`src/rtl/mem_bus_arbiter.sv`:
```
// mem_bus_arbiter: shares one Wishbone B4 classic master between the
// instruction-fetch port and the MEM-stage data port. MEM has fixed priority,
// one transaction is outstanding at a time, and results are held in per-port
// done flags until the pipeline advances. A flush drains the in-flight cycle
// and throws its data away. A watchdog ends cycles that are never acked.
module mem_bus_arbiter #(
  parameter int unsigned TIMEOUT = 255
) (
  input  logic        clk,
  input  logic        rst,
  input  logic [5:0]  stall_i,
  input  logic        flush_i,
  input  logic        if_req_i,
  input  logic [31:0] if_addr_i,
  output logic [31:0] if_rdata_o,
  output logic        stallreq_if_o,
  input  logic        mem_req_i,
  input  logic        mem_we_i,
  input  logic [3:0]  mem_sel_i,
  input  logic [31:0] mem_addr_i,
  input  logic [31:0] mem_wdata_i,
  output logic [31:0] mem_rdata_o,
  output logic        stallreq_mem_o,
  output logic [31:0] wb_adr_o,
  output logic [31:0] wb_dat_o,
  output logic        wb_we_o,
  output logic [3:0]  wb_sel_o,
  output logic        wb_stb_o,
  output logic        wb_cyc_o,
  input  logic [31:0] wb_dat_i,
  input  logic        wb_ack_i,
  output logic        bus_err_o
);

  typedef enum logic [1:0] {
    ST_IDLE  = 2'd0,
    ST_BUS   = 2'd1,
    ST_DRAIN = 2'd2
  } state_t;

  // Last watchdog value before a hung cycle is forced to end.
  localparam logic [15:0] WDOG_LAST = 16'(TIMEOUT - 1);

  localparam logic OWNER_IF  = 1'b0;
  localparam logic OWNER_MEM = 1'b1;

  state_t      state_q, state_d;
  logic        owner_q, owner_d;
  logic        if_done_q, if_done_d;
  logic        mem_done_q, mem_done_d;
  logic [15:0] wdog_q, wdog_d;
  logic [31:0] wb_adr_q, wb_adr_d;
  logic [31:0] wb_dat_q, wb_dat_d;
  logic        wb_we_q, wb_we_d;
  logic [3:0]  wb_sel_q, wb_sel_d;
  logic        wb_cyc_q, wb_cyc_d;
  logic [31:0] if_rdata_q, if_rdata_d;
  logic [31:0] mem_rdata_q, mem_rdata_d;
  logic        bus_err_q, bus_err_d;

  logic if_elig;
  logic mem_elig;

  assign if_elig  = if_req_i & ~if_done_q;
  assign mem_elig = mem_req_i & ~mem_done_q;

  // Next-state logic: grant, bus completion, drain, watchdog and done flags.
  always_comb begin
    state_d     = state_q;
    owner_d     = owner_q;
    if_done_d   = if_done_q;
    mem_done_d  = mem_done_q;
    wdog_d      = wdog_q;
    wb_adr_d    = wb_adr_q;
    wb_dat_d    = wb_dat_q;
    wb_we_d     = wb_we_q;
    wb_sel_d    = wb_sel_q;
    wb_cyc_d    = wb_cyc_q;
    if_rdata_d  = if_rdata_q;
    mem_rdata_d = mem_rdata_q;
    bus_err_d   = 1'b0;

    // Pipeline advancing releases held results; a completion below may re-set.
    if (stall_i == 6'b0) begin
      if_done_d  = 1'b0;
      mem_done_d = 1'b0;
    end else begin
      if_done_d  = if_done_q;
      mem_done_d = mem_done_q;
    end

    case (state_q)
      ST_IDLE: begin
        if (flush_i) begin
          state_d = ST_IDLE;
        end else if (mem_elig) begin
          owner_d  = OWNER_MEM;
          wb_adr_d = mem_addr_i;
          wb_dat_d = mem_wdata_i;
          wb_we_d  = mem_we_i;
          wb_sel_d = mem_sel_i;
          wb_cyc_d = 1'b1;
          wdog_d   = 16'd0;
          state_d  = ST_BUS;
        end else if (if_elig) begin
          owner_d  = OWNER_IF;
          wb_adr_d = if_addr_i;
          wb_dat_d = 32'd0;
          wb_we_d  = 1'b0;
          wb_sel_d = 4'hF;
          wb_cyc_d = 1'b1;
          wdog_d   = 16'd0;
          state_d  = ST_BUS;
        end else begin
          state_d = ST_IDLE;
        end
      end

      ST_BUS: begin
        if (wb_ack_i) begin
          wb_cyc_d = 1'b0;
          state_d  = ST_IDLE;
          // An ack coinciding with a flush is discarded like a drained cycle.
          if (!flush_i) begin
            if (owner_q == OWNER_MEM) begin
              mem_done_d = 1'b1;
              if (!wb_we_q) begin
                mem_rdata_d = wb_dat_i;
              end else begin
                mem_rdata_d = mem_rdata_q;
              end
            end else begin
              if_done_d  = 1'b1;
              if_rdata_d = wb_dat_i;
            end
          end else begin
            state_d = ST_IDLE;
          end
        end else if (wdog_q == WDOG_LAST) begin
          wb_cyc_d  = 1'b0;
          bus_err_d = 1'b1;
          state_d   = ST_IDLE;
          if (!flush_i) begin
            if (owner_q == OWNER_MEM) begin
              mem_done_d  = 1'b1;
              mem_rdata_d = 32'd0;
            end else begin
              if_done_d  = 1'b1;
              if_rdata_d = 32'd0;
            end
          end else begin
            state_d = ST_IDLE;
          end
        end else if (flush_i) begin
          wdog_d  = wdog_q + 16'd1;
          state_d = ST_DRAIN;
        end else begin
          wdog_d = wdog_q + 16'd1;
        end
      end

      ST_DRAIN: begin
        if (wb_ack_i) begin
          wb_cyc_d = 1'b0;
          state_d  = ST_IDLE;
        end else if (wdog_q == WDOG_LAST) begin
          wb_cyc_d  = 1'b0;
          bus_err_d = 1'b1;
          state_d   = ST_IDLE;
        end else begin
          wdog_d = wdog_q + 16'd1;
        end
      end

      default: begin
        wb_cyc_d = 1'b0;
        state_d  = ST_IDLE;
      end
    endcase

    // A flush wins over every set or hold of the done flags.
    if (flush_i) begin
      if_done_d  = 1'b0;
      mem_done_d = 1'b0;
    end else begin
      if_done_d  = if_done_d;
      mem_done_d = mem_done_d;
    end
  end

  // State and output registers with synchronous reset abandoning any cycle.
  always_ff @(posedge clk) begin
    if (rst) begin
      state_q     <= ST_IDLE;
      owner_q     <= OWNER_IF;
      if_done_q   <= 1'b0;
      mem_done_q  <= 1'b0;
      wdog_q      <= 16'd0;
      wb_adr_q    <= 32'd0;
      wb_dat_q    <= 32'd0;
      wb_we_q     <= 1'b0;
      wb_sel_q    <= 4'd0;
      wb_cyc_q    <= 1'b0;
      if_rdata_q  <= 32'd0;
      mem_rdata_q <= 32'd0;
      bus_err_q   <= 1'b0;
    end else begin
      state_q     <= state_d;
      owner_q     <= owner_d;
      if_done_q   <= if_done_d;
      mem_done_q  <= mem_done_d;
      wdog_q      <= wdog_d;
      wb_adr_q    <= wb_adr_d;
      wb_dat_q    <= wb_dat_d;
      wb_we_q     <= wb_we_d;
      wb_sel_q    <= wb_sel_d;
      wb_cyc_q    <= wb_cyc_d;
      if_rdata_q  <= if_rdata_d;
      mem_rdata_q <= mem_rdata_d;
      bus_err_q   <= bus_err_d;
    end
  end

  assign wb_adr_o       = wb_adr_q;
  assign wb_dat_o       = wb_dat_q;
  assign wb_we_o        = wb_we_q;
  assign wb_sel_o       = wb_sel_q;
  assign wb_cyc_o       = wb_cyc_q;
  assign wb_stb_o       = wb_cyc_q;
  assign if_rdata_o     = if_rdata_q;
  assign mem_rdata_o    = mem_rdata_q;
  assign bus_err_o      = bus_err_q;
  assign stallreq_if_o  = if_req_i & ~if_done_q;
  assign stallreq_mem_o = mem_req_i & ~mem_done_q;

endmodule

```
`config.mk`:
```
export PLATFORM = sky130hd
export DESIGN_NAME = mem_bus_arbiter
export DESIGN_NICKNAME = d
export VERILOG_FILES = /design/src/rtl/mem_bus_arbiter.sv
export SDC_FILE = /design/constraint.sdc
export NUM_CORES = 1
export LEC_CHECK = 0
export ABC_AREA = 1
export BUFFER_PORTS_ARGS = -buffer_cell sky130_fd_sc_hd__clkbuf_2
export CAP_MARGIN = 20
export CORE_AREA = 4 4 136 138
export CTS_CLUSTER_SIZE = 25
export DETAILED_ROUTE_END_ITERATION = 7
export DIE_AREA = 0 0 140 142
export HOLD_SLACK_MARGIN = 0.02
export PLACE_DENSITY_LB_ADDON = 0.05
export SKIP_LAST_GASP = 1
export SLEW_MARGIN = 20
export SYNTH_ARGS = -nofsm -noshare
export SYNTH_HDL_FRONTEND = slang
export SYNTH_SLANG_ARGS = --single-unit
export TNS_END_PERCENT = 10
```
`constraint.sdc`:
```
create_clock -name clk -period 1.93 [get_ports clk]
set_input_delay 0.386 -clock clk [delete_from_list [all_inputs] [get_ports clk]]
set_output_delay 0.386 -clock clk [all_outputs]
set_load 0.01 [all_outputs]
```
# Word-level counts from Yosys, hierarchy flattened
# Cells that the tools add are included.
# Widths: inputs -> output; s select.
dict set report totals {
  regBits 156
  wordCells 105
  out_inout_bits 138
  input_bits 145
}
dict set report classes {
  reduce_logical 14
  mux 54
  add_sub_neg 1
  n_eq_ne 17
  bitwise_logic 6
}
# operator n
set op_table {}
lappend op_table {{$mux 32} 17}
lappend op_table {{$mux 16} 5}
lappend op_table {{$pmux 16 s2} 1}
lappend op_table {{$mux 1} 22}
lappend op_table {{$ne 2x2->1 const B} 9}
lappend op_table {{$add 16x1->16 const B} 1}
lappend op_table {{$eq 16x8->1 const B} 1}
lappend op_table {{$mux 2} 5}
lappend op_table {{$mux 4} 2}
lappend op_table {{$reduce_and 7->1} 1}
lappend op_table {{$logic_not 6->1} 1}
lappend op_table {{$ne 3x3->1 const B} 2}
lappend op_table {{$pmux 2 s3} 1}
lappend op_table {{$reduce_and 3->1} 2}
lappend op_table {{$reduce_and 6->1} 1}
lappend op_table {{$reduce_bool 2->1} 3}
lappend op_table {{$reduce_and 5->1} 1}
lappend op_table {{$ne 4x4->1 const B} 1}
lappend op_table {{$not 1->1} 4}
lappend op_table {{$reduce_or 2->1} 2}
lappend op_table {{$ne 3x1->1 const B} 1}
lappend op_table {{$reduce_or 3->1} 1}
lappend op_table {{$and 1x1->1} 2}
lappend op_table {{$eq 2x1->1 const B} 1}
lappend op_table {{5 further kinds} 5}

# Depth between registers and ports, before layout
# Gate-level depths: netlist of the first run.
dict set report depth {
  depth_word 6
  ltp_mapped 11
}

# Worst setup path before layout of the first run
# OpenSTA, ideal clock, no wires.
dict set report synth_timing {
  path_kind {register to register}
  startpoint {register state_q[0]}
  endpoint {register wdog_q[0]}
  t_arrival_ns 1.433
  period_less_slack_ns 1.549
  slack_ns 0.381
  required_ns 1.814
  path_stages_with_launch 10
  setup_ns 0.116
  path_cell_list {dfxtp_1 > inv_1 > ha_1 > nand3_1 > nand2_1 > nor2_4 > nand3_2 > buf_4 > nor2_1 > nor2_1}
}
dict set report synth_via {
  elab_chain_cells 4
}
# element line
set synth_lines {}
lappend synth_lines {{from (decl)} 47} ;# state_t state_q, state_d;
lappend synth_lines {{from (signal assigned)} 208} ;# state_q <= state_d;
lappend synth_lines {{$eq 2x2->1 or $eq 2x1->1 (tied branches)} 92} ;# case (state_q)
lappend synth_lines {{$reduce_or 2->1 (no line)} n/a}
lappend synth_lines {{$ne 2x2->1 (no line) or $reduce_bool 2->1 (tied branches)} n/a}
lappend synth_lines {{$reduce_and 5->1 (no line)} n/a}
lappend synth_lines {{to (signal assigned)} 212} ;# wdog_q <= wdog_d;
lappend synth_lines {{to (decl)} 51} ;# logic [15:0] wdog_q, wdog_d;
# Several ways; a longest one is shown, not always the timed one.
# A chain may end at the register's enable or synchronous reset.

# Worst setup path after layout of the first run
dict set report layout_timing {
  startpoint {register mem_done_q}
  endpoint {output port stallreq_mem_o}
}
dict set report layout_via {
  elab_chain_cells 2
}
# element line
set layout_lines {}
lappend layout_lines {{from (decl)} 50} ;# logic mem_done_q, mem_done_d;
lappend layout_lines {{from (signal assigned)} 211} ;# mem_done_q <= mem_done_d;
lappend layout_lines {{$not 1->1} 234} ;# assign stallreq_mem_o = mem_req_i & ~mem_done_q;
lappend layout_lines {{$and 1x1->1} 234}
lappend layout_lines {{to (decl)} 23} ;# output logic stallreq_mem_o,
# Every way passes these cells.

==> impl_metrics.py, run 1 <==
metrics = {
    "cells_and_area": {
        "multi_input_area_um2": 3095,
        "fin_cells": 1477,
        "register_area_um2": 3123,
        "drive_gt1_share_pct": 29.18,
        "area_growth_pct": 32.84,
        "final_util_pct": 52.54,
        "nets": 1389,
        "fillers": 1851,
    },
    "routing": {
        "via_count": 7043,
        "dr.first_iter.drc_count": 450,
        "routedWlPerCell_um": 14.38,
        "first_pass_iters": 5,
        "ant_nets": 0,
        "drt-vias-per-instance": 4.768,
        "drc": 0,
        "wirelength_um": 21240,
    },
    "timing": {
        "rsz0062_at_grt": "yes",
        "fin_setup_tns_ps": 0,
        "slew_headroom_pct": 61.31,
        "setup_slack_ps": 99.47,
        "post-route-min-period_ps": 1831,
        "maxSlewViolCount": 0,
        "finalClockSkew_ps": 9.753,
        "post-route-period-util_pct": 94.85,
        "clock.fmax_ghz": 0.5463,
        "tightest_slew_ps": 580.3,
        "hold_viol": 0,
        "setup_viol": 0,
    },
    "floorplanning": {
        "ios": 283,
        "die_area_um2": 19880,
        "die-height_um": 142,
        "initial_core_util_pct": 39.55,
        "die_w_um": 140,
        "design.core.area_um2": 17180,
        "fp-row-count": 48,
    },
    "cts": {
        "clk_pin_slew_ps": 70,
        "insertion_delay_ps": 430,
        "cts-buffers-inserted": 17,
        "root_buffer": "clkbuf_16",
        "clk_path_buf_depth": 2,
        "postCtsSetupRepairBufs": 0,
        "cts_tree": "yes",
        "clock-sinks": 156,
        "h-tree-depth": 4,
    },
    "pwr": {
        "power.density_nw_per_um2": 844.0,
        "swShare_pct": 26.40,
        "p_leak_nw": 4.207,
        "irDropWorstVdd_mv": 0.6639,
        "p_int_w": 0.005606,
        "switching_power_w": 0.002011,
        "power_frac_clock_pct": 43.7,
        "power_frac_seq_pct": 44.4,
        "combPwrFrac_pct": 11.9,
    },
    "yosys": {
        "syn_inst": 974,
        "syn_nets": 1125,
        "synthesis.area_um2": 6794,
        "synthFlopType": "dfxtp_1",
        "synth-compound-area-share_pct": 14.70,
        "synth-edff-count": 0,
        "synthSimpleGateAreaFrac_pct": 29.28,
        "synth_top_family_by_area": "simple AND/OR/NAND/NOR gates",
        "synth_seq_cells": 156,
        "synthAdderAreaFrac_pct": 1.105,
        "synth_seq_area_share_pct": 45.97,
        "synthArstFlopShare_pct": 0,
        "yosys_warnings": 0,
        "synthMuxAreaShare_pct": 0,
        "ys_types": 28,
        "syn_area_per_cell_um2": 6.975,
        "synth_xor_xnor_area_share_pct": 0.2578,
    },
    "global_route": {
        "grt.overflow.total": 0,
        "grt_pass1_wl_um": 34220,
        "grt_pass1_vias": 6698,
        "antenna_found_initial": 1,
        "grt_max_degree": 80,
        "grtUsageTotal_pct": 21.07,
    },
    "flow_run": {
        "maxCapViolations": 0,
    },
    "placed_design": {
        "dp_cells": 1444,
        "gp_congestion": 0.8806,
        "port_buffers": 282,
        "dp_hpwl_um": 15310,
        "dpl_worst_slack_ps": 131.0,
    },
    "worst_hold_path": {
        "hold_end": "wb_dat_o[8]",
        "min_from": "mem_wdata_i[8]",
        "worstHoldPathCells": 3,
        "min_path_type": "in -> reg",
    },
    "critical_path": {
        "cp_cell_sequence": "inv_2, nand2_2, inv_2, buf_4, clkbuf_2",
        "slowest_stage": "dfxtp_1",
        "cp-start-kind": "register",
        "path_class": "reg -> out",
        "timing.rr.end": "wdog_q[0]",
        "endpoint_kind": "output port",
        "worst-path-max-fanout": 33,
        "path_buf_inv": 4,
        "r2r_start": "state_q[0]",
        "rrSetupSlack_ps": 150,
        "reg2reg_depth": 9,
        "cp.required_ps": 1540,
        "critical_path_arrival_ps": 1440,
        "cp_common_cell": "inv_2",
        "cpPeakStageDelay_ps": 320,
        "cpLargestDelayFamily": "buffers and inverters",
    },
    "status": {
        "status": "completed",
    },
}
synthesized netlist by cell type, types with 3 or more instances:
cell type | count | area, um2
a21oi_1 | 182 | 910.9
buf_1 | 4 | 15.01
buf_2 | 19 | 95.09
buf_6 | 7 | 78.83
clkbuf_1 | 31 | 116.4
dfxtp_1 | 156 | 3123
ha_1 | 6 | 75.07
inv_1 | 63 | 236.5
inv_2 | 9 | 33.78
nand2_1 | 325 | 1220
nand2_2 | 8 | 50.05
nand3_1 | 29 | 145.1
nand4_1 | 39 | 244.0
nor2_1 | 66 | 247.7
o21ai_0 | 10 | 50.05
or2_2 | 3 | 18.77
state kept, by name, summed over array words and instances, names as in the netlist:
register     cells
mem_rdata_o     32
if_rdata_o      32
mem_done_q       1
wb_we_o          1
state_q          2
wdog_q          16
wb_dat_o        32
wb_sel_o         4
wb_adr_o        32
if_done_q        1
owner_q          1
bus_err_o        1
wb_cyc_o         1
worst reg2reg max path: stages, from the launching register on:
cell and delay, ps:
dfxtp_1 390, inv_1 80, ha_1 380, inv_2 190, nor2_1 60, nand2_1 140, nor2_1 50, buf_4 160
o21ai_0 160, nor2_1 60
metal layers:
layer	vias to the layer above	GRT usage (%)	part of all wire, %	wire length, um
met1	3097	27.27	44	9408
met4	0	7.802	2.4	507
met2	251	33.38	46	9671
met3	27	6.485	7.8	1653
met5	-	0	0	0
li1	3668	-	-	-
cell families (layout without fill, tap and decap cells):
group / Yosys count / in the layout
other: 0 / 1
XOR/XNOR: 2 / 2
AO/OA/AOI/OAI: 197 / 197
flip-flops: 156 / 156
adder cells (fa/ha/maj): 6 / 6
buffers and inverters: 135 / 412
AND/OR/NAND/NOR: 478 / 478
stage by stage:
stage / power, W / hold slack, ps / instance area [um2]
6_report: 0.007617 / 185.7 / 9025
4_1_cts: 0.007709 / 168.3 / 9019
3_5_place_dp: 0.004365 / 437.2 / 8429
5_1_grt: 0.007961 / 178.8 / 9025
2_1_floorplan: 0.003954 / 440.6 / 6794
3_3_place_gp: 0.004365 / 435.4 / 8429
power by group through the flow:
stage               clock network (W)  logic, W  registers [W]
floorplan                           0  0.000462        0.00349
global placement                    0  0.000915        0.00345
detailed placement                  0  0.000914        0.00345
CTS                           0.00341  0.000917        0.00338
global route                  0.00355   0.00102        0.00339
finish                        0.00333  0.000908        0.00338
worst max-delay path by stage:
stage / from / to / depth (start not counted) / slack, ps
6_report: mem_done_q / stallreq_mem_o / 5 / 100
4_1_cts: mem_done_q / stallreq_mem_o / 5 / 70
5_1_grt: wdog_q[0] / if_rdata_o[14] / 10 / -30
3_5_place_dp: state_q[0] / wb_dat_o[9] / 6 / 130
2_1_floorplan: state_q[0] / wdog_q[0] / 9 / 380
3_3_place_gp: state_q[0] / wdog_q[0] / 9 / 160
what timing repair did:
item                       in CTS  in global routing
hold buffers                    0                  0
setup endpoints to repair       0                 26
resized for setup               0                  1
cells in the final DEF, fill, tap and decap left out, drive strengths merged:
cell type / count
a211oi: 2
a21oi: 182
buf: 27
bufinv: 2
clkbuf: 299
clkinv: 4
clkinvlp: 3
dfxtp: 156
diode: 1
ha: 6
inv: 77
nand2: 333
nand3: 30
nand3b: 1
nand4: 39
nor2: 69
nor3: 1
nor4: 2
o21ai: 12
o21bai: 1
or2: 3
xor2: 2
final cells by class:
cell class,instances,share of cell area [%]
multi-input combinational,683,34.30
clock buffer,18,4.755
inverter,72,2.995
sequential,156,34.60
tap,225,3.119
clock inverter,14,1.775
antenna,1,0.02773
timing repair buffer,308,18.43
No activity file was read; power rests on OpenSTA's default activity.
==> run 2, diff against run 1 <==
--- a/config.mk
+++ b/config.mk
@@ -5,14 +5,14 @@
 export SDC_FILE = /design/constraint.sdc
 export NUM_CORES = 1
 export LEC_CHECK = 0
-export ABC_AREA = 1
 export BUFFER_PORTS_ARGS = -buffer_cell sky130_fd_sc_hd__clkbuf_2
 export CAP_MARGIN = 20
-export CORE_AREA = 4 4 136 138
+export CORE_AREA = 4 4 130 132
 export CTS_CLUSTER_SIZE = 25
 export DETAILED_ROUTE_END_ITERATION = 7
-export DIE_AREA = 0 0 140 142
+export DIE_AREA = 0 0 134 136
 export HOLD_SLACK_MARGIN = 0.02
+export MAX_ROUTING_LAYER = met4
 export PLACE_DENSITY_LB_ADDON = 0.05
 export SKIP_LAST_GASP = 1
 export SLEW_MARGIN = 20
==> impl_metrics.py, run 2 <==
metrics = {
    "critical_path": {
        "cpLargestDelayFamily": "compound AO/OA/AOI/OAI gates",
        "cpPeakStageDelay_ps": 470,
        "critical_path_arrival_ps": 2190,
        "cp-start-kind": "register",
        "reg2reg_depth": 7,
        "endpoint_kind": "register",
        "worst-path-max-fanout": 3,
        "path_buf_inv": 1,
        "slowest_stage": "or4_1",
        "critPathLaunch": "wdog_q[0]",
        "r2r_start": "wdog_q[0]",
        "cp_cell_sequence": "inv_2, ha_4, nor4b_4, a41o_2, a2111o_1, or4_1, o31ai_1",
        "timing.rr.end": "wdog_q[4]",
        "path_class": "reg -> reg",
        "cp.required_ps": 2250,
        "rrSetupSlack_ps": 70,
    },
    "yosys": {
        "synth_top_family_by_area": "simple AND/OR/NAND/NOR gates",
        "synth_xor_xnor_area_share_pct": 0.1421,
        "synthesis.area_um2": 6162,
        "synth_seq_cells": 156,
        "synth-edff-count": 0,
        "synthMuxAreaShare_pct": 0.1624,
        "synth_top_area_share_pct": 50.68,
        "synth-compound-area-share_pct": 19.86,
        "synthSimpleGateAreaFrac_pct": 23.05,
        "yosys_warnings": 0,
        "syn_nets": 881,
        "synth_commonest_cells": "156 x dfxtp_1, 147 x nand2_1, 67 x nand3_1",
        "synth_top_area_cell": "dfxtp_1",
        "syn_area_per_cell_um2": 8.441,
        "syn_inst": 730,
        "synth.most_common_cell": "dfxtp_1",
        "synthArstFlopShare_pct": 0,
        "synth_seq_area_share_pct": 50.68,
        "ys_types": 50,
        "synthFlopType": "dfxtp_1",
        "synthAdderAreaFrac_pct": 1.218,
        "synthTopCellsByArea": "dfxtp_1 51%, nand2_1 9.0%, nand3_1 5.4%",
    },
    "global_route": {
        "grt_max_degree": 65,
        "grtUsageTotal_pct": 20.96,
        "grt.overflow.total": 0,
        "grt_pass1_vias": 6091,
        "antenna_found_initial": 0,
        "grt_pass1_wl_um": 30090,
    },
    "floorplanning": {
        "die_area_um2": 18220,
        "die_w_um": 134,
        "fp-row-count": 46,
        "initial_core_util_pct": 39.22,
        "design.core.area_um2": 15710,
        "ios": 283,
        "die-height_um": 136,
    },
    "pwr": {
        "fin_total_pwr_w": 0.007469,
        "p_leak_nw": 3.843,
        "irDropWorstVdd_mv": 0.5177,
        "power.density_nw_per_um2": 853.4,
    },
    "timing": {
        "maxSlewViolCount": 0,
        "tightest_slew_ps": 483.4,
        "setup_viol": 0,
        "slew_headroom_pct": 67.48,
        "rsz0062_at_grt": "yes",
        "post-route-min-period_ps": 1863,
        "finalClockSkew_ps": 11.23,
        "post-route-period-util_pct": 96.55,
        "hold_viol": 0,
        "clock.fmax_ghz": 0.5367,
    },
    "worst_hold_path": {
        "min_path_type": "in -> reg",
        "min_from": "wb_dat_i[24]",
        "worstHoldPathCells": 3,
        "hold_end": "if_rdata_o[24]",
    },
    "routing": {
        "wirelength_um": 19120,
        "dr.first_iter.drc_count": 365,
        "drt-vias-per-instance": 5.030,
        "drc": 0,
        "first_pass_iters": 4,
        "ant_nets": 0,
        "via_count": 6293,
        "routedWlPerCell_um": 15.28,
    },
    "cells_and_area": {
        "area_growth_pct": 42.03,
        "final_cell_mix": "281 x clkbuf_2, 155 x dfxtp_1, 146 x nand2_1, 66 x nand3_1, 48 x buf_4",
        "antenna_cells": 0,
        "drive_gt1_share_pct": 37.58,
        "post-route-cell-area_um2": 8752,
        "final_common_cell": "clkbuf_2",
        "nets": 1173,
    },
    "cts": {
        "cts_tree": "yes",
        "clk_pin_slew_ps": 70,
        "cts-buffers-inserted": 17,
        "h-tree-depth": 4,
        "clock-sinks": 156,
        "cts_hold_buffers": 0,
        "insertion_delay_ps": 420,
        "root_buffer": "clkbuf_16",
        "clk_path_buf_depth": 2,
    },
    "flow_run": {
        "maxCapViolations": 0,
    },
    "placed_design": {
        "dp_hpwl_um": 13590,
        "dpl_cell_area_um2": 8093,
        "port_buffers": 282,
        "gp_congestion": 0.8388,
    },
    "status": {
        "status": "completed",
    },
}
run 2: cell count changes in the layout (fill, tap and decap cells not counted), sizes merged, moves of 9 or more:
cell,change
a311oi,+32
nand3b,+9
inv,-60
buf,+29
nand2,-186
o21ai,+26
nor2,-23
a21oi,-135
nand4,-36
nor3,+14
a32o,+32
nand3,+37
run 2: routing by layer:
metal / GRT usage (%) / up-vias / wire, um
met4: 6.571 / 0 / 277
met1: 25.05 / 2876 / 8231
li1: - / 3200 / -
met5: - / - / 0
met2: 35.18 / 197 / 9478
met3: 4.996 / 20 / 1131
run 2: area by class of cell:
class	instances	area [um2]
tap	216	270.3
inverter	13	48.80
fill	1557	6960
clock inverter	15	138.9
multi-input combinational	497	2818
timing repair buffer	337	1927
sequential	156	3124
clock buffer	17	425.4
run 2: worst max-delay path by stage:
stage	end	slack [ps]	depth (start not counted)
finish	wdog_q[4]	70	7
detailed placement	wdog_q[4]	-20	7
floorplan	wdog_q[4]	-3	7
global route	if_rdata_o[29]	-70	9
global placement	wdog_q[4]	-3	7
CTS	wdog_q[4]	-10	7
run 2: timing repair:
action	in CTS	in global routing
setup buffers	6	0
resized for setup	7	2
pin swaps	4	1
endpoints found under the setup margin	24	47
run 2: cell families (layout without fill, tap and decap cells):
logic type      count (synthesis)  count (layout)
compound gates                173             173
flops                         156             156
mux                             1               1
simple gates                  316             316
fa+ha+maj                       6               6
buf+inv                        77             382
xor+xnor                        1               1
run 2: worst reg2reg max path, delay by kind of cell, from the launching register on:
kind                     cells  cell delay, ps
AO/OA/AOI/OAI                3             650
AND/OR/NAND/NOR              2             600
flip-flops                   1             330
adder cells (fa/ha/maj)      1             140
buffers and inverters        1              50
run 2: where the power goes:
group	internal [W]	switching, W
sequential	0.00333	0.0000555
combinational	0.000399	0.000513
clock	0.00179	0.00138
total	0.00552	0.00195
run 2: through the flow:
step | util [%] | setup TNS (ps) | hold WS [ps] | setup WS [ps] | std cells
global route | 55.70 | -1161 | 194.8 | -71.03 | 1251
CTS | 55.61 | -10.64 | 182.2 | -10.64 | 1251
global placement | 51.51 | -3.106 | 439.9 | -3.106 | 1213
finish | 55.70 | 0 | 202.3 | 66.62 | 1251
floorplan | - | -2.862 | 454.8 | -2.862 | 730
detailed placement | 51.51 | -54.79 | 442.8 | -22.62 | 1213
==> run 3, diff against run 2 <==
--- a/config.mk
+++ b/config.mk
@@ -5,12 +5,13 @@
 export SDC_FILE = /design/constraint.sdc
 export NUM_CORES = 1
 export LEC_CHECK = 0
+export ABC_AREA = 1
 export BUFFER_PORTS_ARGS = -buffer_cell sky130_fd_sc_hd__clkbuf_2
 export CAP_MARGIN = 20
-export CORE_AREA = 4 4 130 132
+export CORE_AREA = 4 4 136 138
 export CTS_CLUSTER_SIZE = 25
 export DETAILED_ROUTE_END_ITERATION = 7
-export DIE_AREA = 0 0 134 136
+export DIE_AREA = 0 0 140 142
 export HOLD_SLACK_MARGIN = 0.02
 export MAX_ROUTING_LAYER = met4
 export PLACE_DENSITY_LB_ADDON = 0.05
==> impl_metrics.py, run 3 (same netlist as run 1, synthesis figures left out) <==
metrics = {
    "status": {
        "status": "completed",
    },
    "cells_and_area": {
        "area_growth_pct": 32.84,
        "nets": 1389,
        "post-route-cell-area_um2": 9025,
        "fillers": 1851,
        "final_cell_mix": "324 x nand2_1, 281 x clkbuf_2, 182 x a21oi_1, 156 x dfxtp_1, 66 x nor2_1",
        "final_util_pct": 52.54,
        "drive_gt1_share_pct": 29.18,
        "final_common_cell": "nand2_1",
    },
    "placed_design": {
        "dpl_cell_area_um2": 8429,
        "dp_hpwl_um": 15310,
        "dpl_worst_slack_ps": 131.0,
        "port_buffers": 282,
        "gp_congestion": 0.8951,
    },
    "cts": {
        "h-tree-depth": 4,
        "root_buffer": "clkbuf_16",
        "cts_tree": "yes",
        "clock-sinks": 156,
        "cts-buffers-inserted": 17,
        "clk_path_buf_depth": 2,
        "cts_hold_buffers": 0,
        "clk_pin_slew_ps": 70,
        "insertion_delay_ps": 430,
    },
    "timing": {
        "post-route-period-util_pct": 94.50,
        "finalClockSkew_ps": 9.406,
        "rsz0062_at_grt": "yes",
        "post-route-min-period_ps": 1824,
        "fin_setup_tns_ps": 0,
        "setup_slack_ps": 106.2,
        "slew_headroom_pct": 61.78,
        "hold_viol": 0,
        "hold_slack_ps": 183.0,
        "tightest_slew_ps": 573.3,
        "setup_viol": 0,
        "clock.fmax_ghz": 0.5483,
        "maxSlewViolCount": 0,
    },
    "floorplanning": {
        "initial_core_util_pct": 39.55,
        "ios": 283,
        "die_w_um": 140,
        "die-height_um": 142,
        "design.core.area_um2": 17180,
        "die_area_um2": 19880,
        "fp-row-count": 48,
    },
    "critical_path": {
        "cp.required_ps": 1540,
        "r2r_start": "state_q[0]",
        "cp-start-kind": "register",
        "endpoint_kind": "output port",
        "cp_cell_sequence": "inv_2, nand2_2, inv_2, buf_4, clkbuf_2",
        "cp_common_cell": "inv_2",
        "timing.rr.end": "wdog_q[0]",
        "reg2reg_depth": 9,
        "rrSetupSlack_ps": 140,
        "critPathLaunch": "mem_done_q",
        "path_class": "reg -> out",
        "critPathCapture": "stallreq_mem_o",
        "critical_path_arrival_ps": 1440,
        "cpPeakStageDelay_ps": 320,
        "worst-path-max-fanout": 33,
        "slowest_stage": "dfxtp_1",
    },
    "pwr": {
        "power.density_nw_per_um2": 844.8,
        "irDropWorstVdd_mv": 0.6743,
        "p_leak_nw": 4.207,
    },
    "global_route": {
        "grt_pass1_wl_um": 34240,
        "grtUsageTotal_pct": 21.77,
        "grt_max_degree": 80,
        "antenna_found_initial": 1,
        "grt_pass1_vias": 6704,
        "grt.overflow.total": 0,
    },
    "routing": {
        "ant_nets": 0,
        "dr.first_iter.drc_count": 408,
        "via_count": 7058,
        "wirelength_um": 21250,
        "first_pass_iters": 5,
        "drc": 0,
        "routedWlPerCell_um": 14.39,
        "drt-vias-per-instance": 4.779,
    },
    "flow_run": {
        "maxCapViolations": 0,
    },
    "worst_hold_path": {
        "min_path_type": "in -> reg",
    },
}
run 3: power by group:
part	switching [W]	internal, W	total (W)	leakage, nW
clock	0.00140	0.00193	0.00334	0.280
sequential	0.0000560	0.00332	0.00338	1.27
combinational	0.000558	0.000352	0.000910	2.66
total	0.00202	0.00561	0.00762	4.21
run 3: repair_timing:
action,in CTS,in global routing
resized for setup,0,1
endpoints found under the setup margin,0,28
buffers inserted,0,0
run 3: metrics by stage:
| step | cells | power, W |
|---|---|---|
| floorplan | 974 | 0.003954 |
| global placement | 1444 | 0.004365 |
| detailed placement | 1444 | 0.004365 |
| CTS | 1476 | 0.007709 |
| global route | 1477 | 0.007969 |
| finish | 1477 | 0.007624 |
run 3: area by class of cell:
class                   instances  area [um2]  area share (%)
well taps                     225       281.5           3.119
clock buffers                  18       429.2           4.755
repair buffers                308        1663           18.43
inverters                      72       270.3           2.995
multi-input cells             683        3095           34.30
flip-flops and latches        156        3123           34.60
diodes                          1       2.502         0.02773
clock inverters                14       160.2           1.775
run 3: per-layer routing:
layer,vias to the layer above,global-route usage (%),routed length [um]
met1,3110,27.84,9532
met2,249,33.43,9721
met4,0,7.496,505
met5,-,-,0
li1,3669,-,-
met3,30,5.981,1491
run 3: worst min-delay path by stage:
stage / from / to / slack [ps] / cells after the start
after detailed placement: wb_sel_o[0] / wb_sel_o[0] / 440 / 2
after floorplan: if_done_q / if_done_q / 440 / 2
final: mem_wdata_i[8] / wb_dat_o[8] / 180 / 3
after global routing: mem_wdata_i[17] / wb_dat_o[17] / 180 / 3
after global placement: wb_sel_o[0] / wb_sel_o[0] / 440 / 2
after CTS: mem_wdata_i[8] / wb_dat_o[8] / 170 / 3
run 3: critical path, delay by kind of cell (launching register included):
kind | cells | cell delay (ps)
flip-flops | 1 | 320
buffers and inverters | 4 | 620
AND/OR/NAND/NOR | 1 | 60
